===== src/rtl/vec_decode_stage.sv =====
// vec_decode_stage: ID stage of the vector encryption CPU.
// Decodes a 16-bit instruction, reads LANES replicated register files,
// tracks RAW/WAW hazards with a pending-bit scoreboard, resolves BRZ branches
// with a small FSM and drives a valid/ready ID/EX pipeline register.
// Build option: define WB_BYPASS_EN to forward same-cycle write-back data
// into the operands and to treat a register being written back as not pending.
module vec_decode_stage #(
    parameter int unsigned LANES = 4,
    parameter int unsigned DW    = 16,
    parameter int unsigned PCW   = 8
) (
    input  logic                  clk,
    input  logic                  rst,
    input  logic                  inst_valid_i,
    input  logic [15:0]           inst_i,
    output logic                  dec_ready_o,
    input  logic                  wb_we_i,
    input  logic [3:0]            wb_rd_i,
    input  logic [LANES-1:0]      wb_lane_mask_i,
    input  logic [LANES*DW-1:0]   wb_data_i,
    input  logic                  zero_flag_i,
    input  logic                  br_resolved_i,
    input  logic                  ex_ready_i,
    output logic                  ex_valid_o,
    output logic [LANES*DW-1:0]   ex_rs1_o,
    output logic [LANES*DW-1:0]   ex_rs2_o,
    output logic [3:0]            ex_rd_o,
    output logic [6:0]            ex_ctrl_o,
    output logic                  sel_pc_o,
    output logic [PCW-1:0]        branch_pc_o,
    output logic                  flush_o
);

    localparam int unsigned NREG  = 16;
    localparam int unsigned RAW_W = 4;
    localparam int unsigned CW    = 7;
    localparam int unsigned VW    = LANES * DW;

    localparam logic [3:0] OP_LOAD  = 4'h8;
    localparam logic [3:0] OP_STORE = 4'h9;
    localparam logic [3:0] OP_BRZ   = 4'hA;

    // ctrl = {regWrite, memWrite, branch, resultSrc, aluCtrl[2:0]}
    localparam logic [CW-1:0] CTRL_LOAD  = 7'b100_1000;
    localparam logic [CW-1:0] CTRL_STORE = 7'b010_0000;
    localparam logic [CW-1:0] CTRL_BRZ   = 7'b001_0000;

    typedef enum logic [1:0] {
        IDLE        = 2'd0,
        BR_WAIT     = 2'd1,
        BR_REDIRECT = 2'd2
    } state_t;

    state_t state, state_next;

    logic [3:0]       opcode;
    logic [RAW_W-1:0] rd, rs1, rs2;
    logic [CW-1:0]    ctrl;
    logic             uses_rs1, uses_rs2, reg_write, is_branch;

    logic [NREG-1:0]  pending, pending_next, pending_eff, wb_onehot;
    logic             hazard, issue;

    logic [VW-1:0]    rs1_val, rs2_val;
    logic [DW-1:0]    rf [LANES][NREG];

    // Instruction field split and opcode decode
    always_comb begin
        opcode   = inst_i[15:12];
        rd       = inst_i[11:8];
        rs1      = inst_i[7:4];
        rs2      = inst_i[3:0];
        ctrl     = '0;
        uses_rs1 = 1'b0;
        uses_rs2 = 1'b0;
        if (opcode[3] == 1'b0) begin
            ctrl     = {4'b1000, opcode[2:0]};
            uses_rs1 = 1'b1;
            uses_rs2 = 1'b1;
        end else begin
            case (opcode)
                OP_LOAD: begin
                    ctrl     = CTRL_LOAD;
                    uses_rs1 = 1'b1;
                end
                OP_STORE: begin
                    ctrl     = CTRL_STORE;
                    uses_rs1 = 1'b1;
                    uses_rs2 = 1'b1;
                end
                OP_BRZ: begin
                    ctrl     = CTRL_BRZ;
                    uses_rs1 = 1'b1;
                    uses_rs2 = 1'b1;
                end
                default: ctrl = '0;
            endcase
        end
        reg_write = ctrl[6];
        is_branch = ctrl[4];
    end

    // Write-back target as a one-hot register mask (zero when no write-back)
    always_comb begin
        wb_onehot = '0;
        if (wb_we_i) begin
            wb_onehot = {{(NREG-1){1'b0}}, 1'b1} << wb_rd_i;
        end
    end

    // Pending view used for hazard detection
    always_comb begin
`ifdef WB_BYPASS_EN
        pending_eff = pending & ~wb_onehot;
`else
        pending_eff = pending;
`endif
    end

    // RAW on used sources, WAW on the destination of a register write
    always_comb begin
        hazard = (uses_rs1 && pending_eff[rs1]) ||
                 (uses_rs2 && pending_eff[rs2]) ||
                 (reg_write && pending_eff[rd]);
    end

    // Per-lane asynchronous operand read with optional write-back forwarding
    always_comb begin
        rs1_val = '0;
        rs2_val = '0;
        for (int l = 0; l < LANES; l++) begin
            rs1_val[l*DW +: DW] = rf[l][rs1];
            rs2_val[l*DW +: DW] = rf[l][rs2];
`ifdef WB_BYPASS_EN
            if (wb_we_i && wb_lane_mask_i[l] && (wb_rd_i == rs1)) begin
                rs1_val[l*DW +: DW] = wb_data_i[l*DW +: DW];
            end
            if (wb_we_i && wb_lane_mask_i[l] && (wb_rd_i == rs2)) begin
                rs2_val[l*DW +: DW] = wb_data_i[l*DW +: DW];
            end
`endif
        end
    end

    // Replicated register files: per-lane masked synchronous write
    always_ff @(posedge clk or posedge rst) begin
        if (rst) begin
            for (int l = 0; l < LANES; l++) begin
                for (int r = 0; r < NREG; r++) begin
                    rf[l][r] <= '0;
                end
            end
        end else begin
            for (int l = 0; l < LANES; l++) begin
                if (wb_we_i && wb_lane_mask_i[l]) begin
                    rf[l][wb_rd_i] <= wb_data_i[l*DW +: DW];
                end
            end
        end
    end

    // Branch FSM state register
    always_ff @(posedge clk or posedge rst) begin
        if (rst) begin
            state <= IDLE;
        end else begin
            state <= state_next;
        end
    end

    // Branch FSM next state, decode handshake and issue
    always_comb begin
        state_next  = state;
        dec_ready_o = 1'b0;
        issue       = 1'b0;
        case (state)
            IDLE: begin
                dec_ready_o = !rst && !hazard && (ex_ready_i || !ex_valid_o);
                issue       = inst_valid_i && dec_ready_o;
                if (issue && is_branch) begin
                    state_next = BR_WAIT;
                end
            end
            BR_WAIT: begin
                if (br_resolved_i) begin
                    state_next = zero_flag_i ? BR_REDIRECT : IDLE;
                end
            end
            BR_REDIRECT: begin
                state_next = IDLE;
            end
            default: begin
                state_next = IDLE;
            end
        endcase
    end

    // Redirect outputs are flops aligned with the one-cycle BR_REDIRECT state
    always_ff @(posedge clk or posedge rst) begin
        if (rst) begin
            sel_pc_o <= 1'b0;
            flush_o  <= 1'b0;
        end else begin
            sel_pc_o <= (state_next == BR_REDIRECT);
            flush_o  <= (state_next == BR_REDIRECT);
        end
    end

    // Branch target latched when the branch issues
    always_ff @(posedge clk or posedge rst) begin
        if (rst) begin
            branch_pc_o <= '0;
        end else if (issue && is_branch) begin
            branch_pc_o <= inst_i[PCW-1:0];
        end
    end

    // Scoreboard update: write-back clears, issue of a register write sets (set wins)
    always_comb begin
        pending_next = pending & ~wb_onehot;
        if (issue && reg_write) begin
            pending_next[rd] = 1'b1;
        end
    end

    // Scoreboard register
    always_ff @(posedge clk or posedge rst) begin
        if (rst) begin
            pending <= '0;
        end else begin
            pending <= pending_next;
        end
    end

    // ID/EX pipeline register: loads when empty or drained, otherwise holds
    always_ff @(posedge clk or posedge rst) begin
        if (rst) begin
            ex_valid_o <= 1'b0;
            ex_rs1_o   <= '0;
            ex_rs2_o   <= '0;
            ex_rd_o    <= '0;
            ex_ctrl_o  <= '0;
        end else if (ex_ready_i || !ex_valid_o) begin
            ex_valid_o <= issue;
            if (issue) begin
                ex_rs1_o  <= rs1_val;
                ex_rs2_o  <= rs2_val;
                ex_rd_o   <= rd;
                ex_ctrl_o <= ctrl;
            end
        end
    end

endmodule


===== config.mk =====
export PLATFORM = sky130hd
export DESIGN_NAME = vec_decode_stage
export DESIGN_NICKNAME = d
export VERILOG_FILES = /design/src/rtl/vec_decode_stage.sv
export SDC_FILE = /design/constraint.sdc
export NUM_CORES = 2
export LEC_CHECK = 0
export BUFFER_PORTS_ARGS = -buffer_cell sky130_fd_sc_hd__buf_4
export CORE_ASPECT_RATIO = 1.75
export CORE_MARGIN = 8
export CORE_UTILIZATION = 41
export DETAILED_ROUTE_END_ITERATION = 7
export HOLD_SLACK_MARGIN = 0.06
export SYNTH_ARGS = -nofsm -noshare
export SYNTH_HDL_FRONTEND = slang
export SYNTH_SLANG_ARGS = --single-unit

===== constraint.sdc =====
create_clock -name clk -period 82.6 [get_ports clk]
set_input_delay 8.26 -clock clk [delete_from_list [all_inputs] [get_ports clk]]
set_output_delay 8.26 -clock clk [all_outputs]
set_load 0.02 [all_outputs]

# Word-level counts from Yosys, hierarchy flattened
# Index checks and enable logic that the tools add are counted.
# totals
word_cells,170
regBits,1191
output_inout_bits,151
in_bits,95
# classes
n_eq_ne,5
n_reduce_logical,25
muxes,52
bitwise,6
order_cmp,8
n_shift,1
# ops
op,count
$bwmux W256,4
$bmux W16 S4,8
$mux W16,19
$demux W16 S4,1
$pmux W7 S3,1
$and A16 B16 Y16,1
$not A16 Y16,1
$or A16 B16 Y16,1
$shl A1 B4 Y16 const A,1
$ge A5 B5 Y1 const B,3
$logic_and A1 B1 Y1,15
$lt A4 B5 Y1 const B,3
$not A4 Y5,3
$bmux W1 S4,3
$eq A4 B4 Y1 const B,3
$mux W1,10
$mux W7,1
$mux W2,3
$lt A5 B1 Y1 const B,1
$demux W1 S4,1
$ge A4 B1 Y1 const B,1
$pmux W2 S2,1
$logic_not A1 Y1,3
$logic_or A1 B1 Y1,3
6 further kinds,6

# Logic depth before layout (Yosys ltp)
# depth
depth_word,15
ltp_mapped,9
ltp_nobuf,6

# Worst setup path after synthesis
# No wires, ideal clock.
# synth_path
path_type,input port to output port
start,input port inst_i[9]
end,output port dec_ready_o
required_time_ns,74.340
path_slack_ns,64.353
n_path_buf,1
path_stages,6
arrival_ns,9.987
cell_sequence,buf_2 -> mux4_2 -> mux2_2 -> nand2_1 -> nand3_1 -> nor4_1
# synth_via
elab_chain_cells,8
# synth_rtl
item,line_no,rtl
"start, declared",15,"input logic [15:0] inst_i,"
$bmux W1 S4,124,(reg_write && pending_eff[rd]);
$mux W1 (not written as such),124,
$logic_and A1 B1 Y1,124,
$logic_or A1 B1 Y1,123,(uses_rs2 && pending_eff[rs2]) ||
$logic_not A1 Y1,178,dec_ready_o = !rst && !hazard && (ex_ready_i || !ex_valid_o);
$logic_and A1 B1 Y1 (2 in a row),178,
$mux W1,176,case (state)
"end, declared",16,"output logic dec_ready_o,"
# No other way between the ends. The select of a mux whose other input is x is not followed.

# Worst setup path in the final report
# layout_path
start,input port inst_i[5]
end,output port dec_ready_o
# layout_via
elab_chain_cells,9
# layout_rtl
item,line_no,rtl
$bmux W1 S4,122,hazard = (uses_rs1 && pending_eff[rs1]) ||
$mux W1 (not written as such),122,
$logic_and A1 B1 Y1,122,
$logic_or A1 B1 Y1,122,
$logic_or A1 B1 Y1,123,
$logic_not A1 Y1,178,
$logic_and A1 B1 Y1 (2 in a row),178,
$mux W1,176,
# No other way between the ends. The select of a mux whose other input is x is not followed.

==> flow_summary.json <==
{
  "status": "finished clean",
  "cts_tree": "done",
  "maxSlewHeadroom_pct": 21.1,
  "dr.pass1.iters": 6,
  "crit_fanout": 57,
  "switching_share_pct": 28.6,
  "cp.required_ps": 74340,
  "drive_above_1_share_pct": 59.6,
  "intPower_w": 0.00126,
  "synth_area_leaders": "dfrtp_1, mux4_2, mux2_2",
  "pwr-share-comb_pct": 23.7,
  "cap_violations": 0,
  "synth_area_um2": 60000,
  "leakage_nw": 29.5,
  "ys_ff_latch": 1191,
  "via_per_inst": 6.12,
  "htreeDepth": 3,
  "drt-initial-drc-count": 1981,
  "grt_max_degree": 152,
  "grt_pass1_wl_mm": 256,
  "ys_async_sr_fraction_pct": 100,
  "place_congestion": 0.806,
  "grt_pass1_vias": 37800,
  "drtAntennaViolNets": 0,
  "cts_setup_buffers": 0,
  "syn_inst": 3510,
  "cts_root_buffer": "clkbuf_16",
  "powerDensity_nw_per_um2": 26.2,
  "die_h_um": 522,
  "setup_viol": 0,
  "worst_pin_slew_ps": 1180,
  "slowest_delay_ps": 440,
  "wl_mm": 170,
  "coreArea_um2": 145000,
  "cp_slowest_cell": "buf_8",
  "die_area_um2": 159000,
  "multi_input_area_um2": 28800,
  "clkSlewWorstSetupHoldPaths_ps": 60,
  "area_delta_synth_final_pct": 12.7,
  "fmax_mhz": 53.4,
  "startpoint_type": "primary input",
  "hold_class": "reg2reg",
  "finalCriticalPeriod_ps": 18720,
  "portBuffers": 245,
  "slew_viol_final": 0,
  "layout.nets": 3762,
  "yosysSeqAreaShare_pct": 49.7,
  "netlist.top_cell.by_area": "dfrtp_1",
  "via_count": 34500,
  "grt-ovfl-total": 0,
  "cp.arrival_ps": 10460,
  "path_cells": "buf_8, inv_1, a2111oi_0, a31oi_1, nand4b_1, nand3_1, nor4_1, buf_4",
  "p_clk_share_pct": 30.8,
  "syn_area_per_cell_um2": 17.1,
  "ctsHoldBuffers": 0,
  "final-hold-violation-count": 0,
  "critPathKind": "in2out",
  "cts_resized": 0,
  "io_pins": 246,
  "cp_num_buf_inv": 3,
  "pwr-share-seq_pct": 45.6,
  "synth-warning-count": 0,
  "clk_latency_ps": 770,
  "cts_inserted_buffers": 113,
  "fin_skew_ps": 41.0,
  "grt_antenna_before_repair": 23,
  "drc_errors": 0,
  "cts.path.max_buffers": 3,
  "endpoint_kind": "primary output",
  "final_core_util_pct": 46.6,
  "synth-edff-count": 0,
  "period_share_pct": 22.7,
  "synth_top_area_share_pct": 49.7,
  "critical_path.top_delay_family": "buffers and inverters",
  "synth_nets": 3605,
  "die_w_um": 305,
  "regArea_um2": 29800,
  "nFillCells": 12500,
  "core.rowCount": 185,
  "cts.sinks": 1191,
  "globalRouteTotalUtil_pct": 21.4,
  "start_util_pct": 41.3,
  "switchingPower_w": 0.000505,
  "dp_hpwl_mm": 103,
  "irDropWorstVdd_mv": 0.0211,
  "synth-main-ff-cell": "dfrtp_1",
  "wl_per_cell_um": 30.2,
  "synth.distinct_cells": 45,
  "fin_setup_tns_ps": 0,
  "rsz0062_at_grt": "no"
}
-- logic make-up (layout without fill, tap and decap cells) --
kind of cell | after synthesis | after routing | synth area share (%)
mux | 1829 | 1829 | 46.4
flops | 1191 | 1191 | 49.7
buf+inv | 310 | 564 | 2.25
simple gates | 138 | 138 | 1.14
compound gates | 41 | 41 | 0.495
xor+xnor | 1 | 1 | 0.0146
other cells | 0 | 9 | 0
-- cells in the mapped netlist (5+ instances only) --
master	number
o21ai_0	8
dfrtp_1	1191
nor3_1	9
buf_2	53
o32ai_1	5
nor2_1	10
buf_1	15
clkbuf_1	218
mux2i_1	10
buf_6	14
nand2_1	73
mux2_1	128
o31ai_1	12
nor2b_1	11
mux4_2	643
inv_1	7
nand2b_1	13
mux2_2	1048
-- state kept, by name, summed over array words and instances, names as in the netlist --
signal	flops
branch_pc_o	8
ex_ctrl_o	7
state	2
ex_valid_o	1
ex_rd_o	4
rf	1024
ex_rs2_o	64
ex_rs1_o	64
flush_o	1
pending	16
-- layer usage --
metal	track usage [%]	up-vias	share of wire [%]
met4	7.02	26	3.1
li1	-	14100	-
met2	36.3	952	50
met3	4.81	298	6.1
met1	27.3	19100	41
met5	0	-	0.11
-- power by group through the flow --
stage	Sequential, W	Combinational [W]	Clock, W
detailed placement	0.000814	0.000426	0
CTS	0.000804	0.000427	0.000559
global route	0.000823	0.000448	0.000580
finish	0.000805	0.000418	0.000544
floorplan	0.000825	0.000265	0
global placement	0.000808	0.000419	0
-- path summary, 6_finish.rpt --
kind | to | cells after the start | slack, ps | from
max in group asynchronous | ex_rs1_o[23] | 5 | 71660 | rst
min reg2reg | ex_rs1_o[36] | 1 | 480 | ex_rs1_o[36]
max | dec_ready_o | 8 | 63880 | inst_i[5]
min | ex_rs1_o[36] | 1 | 480 | ex_rs1_o[36]
min in group asynchronous | ex_rd_o[0] | 2 | 7720 | rst
max reg2reg | ex_rs2_o[25] | 7 | 78930 | pending[13]
-- cell usage in the layout, fill, tap and decap left out, types with 10 or more instances in the layout --
cell and count:
nand2_1 65, nand2b_1 13, dfrtp_1 1191, mux2_2 1048
nor2_1 10, clkbuf_8 18, clkbuf_16 114, buf_4 336
mux4_2 643, clkinv_2 29, nor2b_1 11, mux2_1 128
mux2i_1 10, o31ai_1 12, clkbuf_1 20
-- stage by stage --
stage,instance area [um^2],setup slack [ps],std cells,hold slack [ps],total power [W]
after global routing,67500,63760,5636,499,0.00185
final,67600,63880,5643,483,0.00177
after detailed placement,63700,63940,5422,472,0.00124
after global placement,63700,64040,5422,470,0.00123
after CTS,67500,63930,5634,488,0.00179
after floorplan,60000,40790,3510,488,0.00109
-- area by class of cell --
class | instances | area share [%]
clock inverter | 60 | 0.993
antenna | 9 | 0.0333
inverter | 7 | 0.0500
clock buffer | 152 | 4.70
multi-input combinational | 2009 | 42.7
tap | 1870 | 3.46
timing repair buffer | 345 | 3.94
sequential | 1191 | 44.1
(Power assumes the default switching activity.)
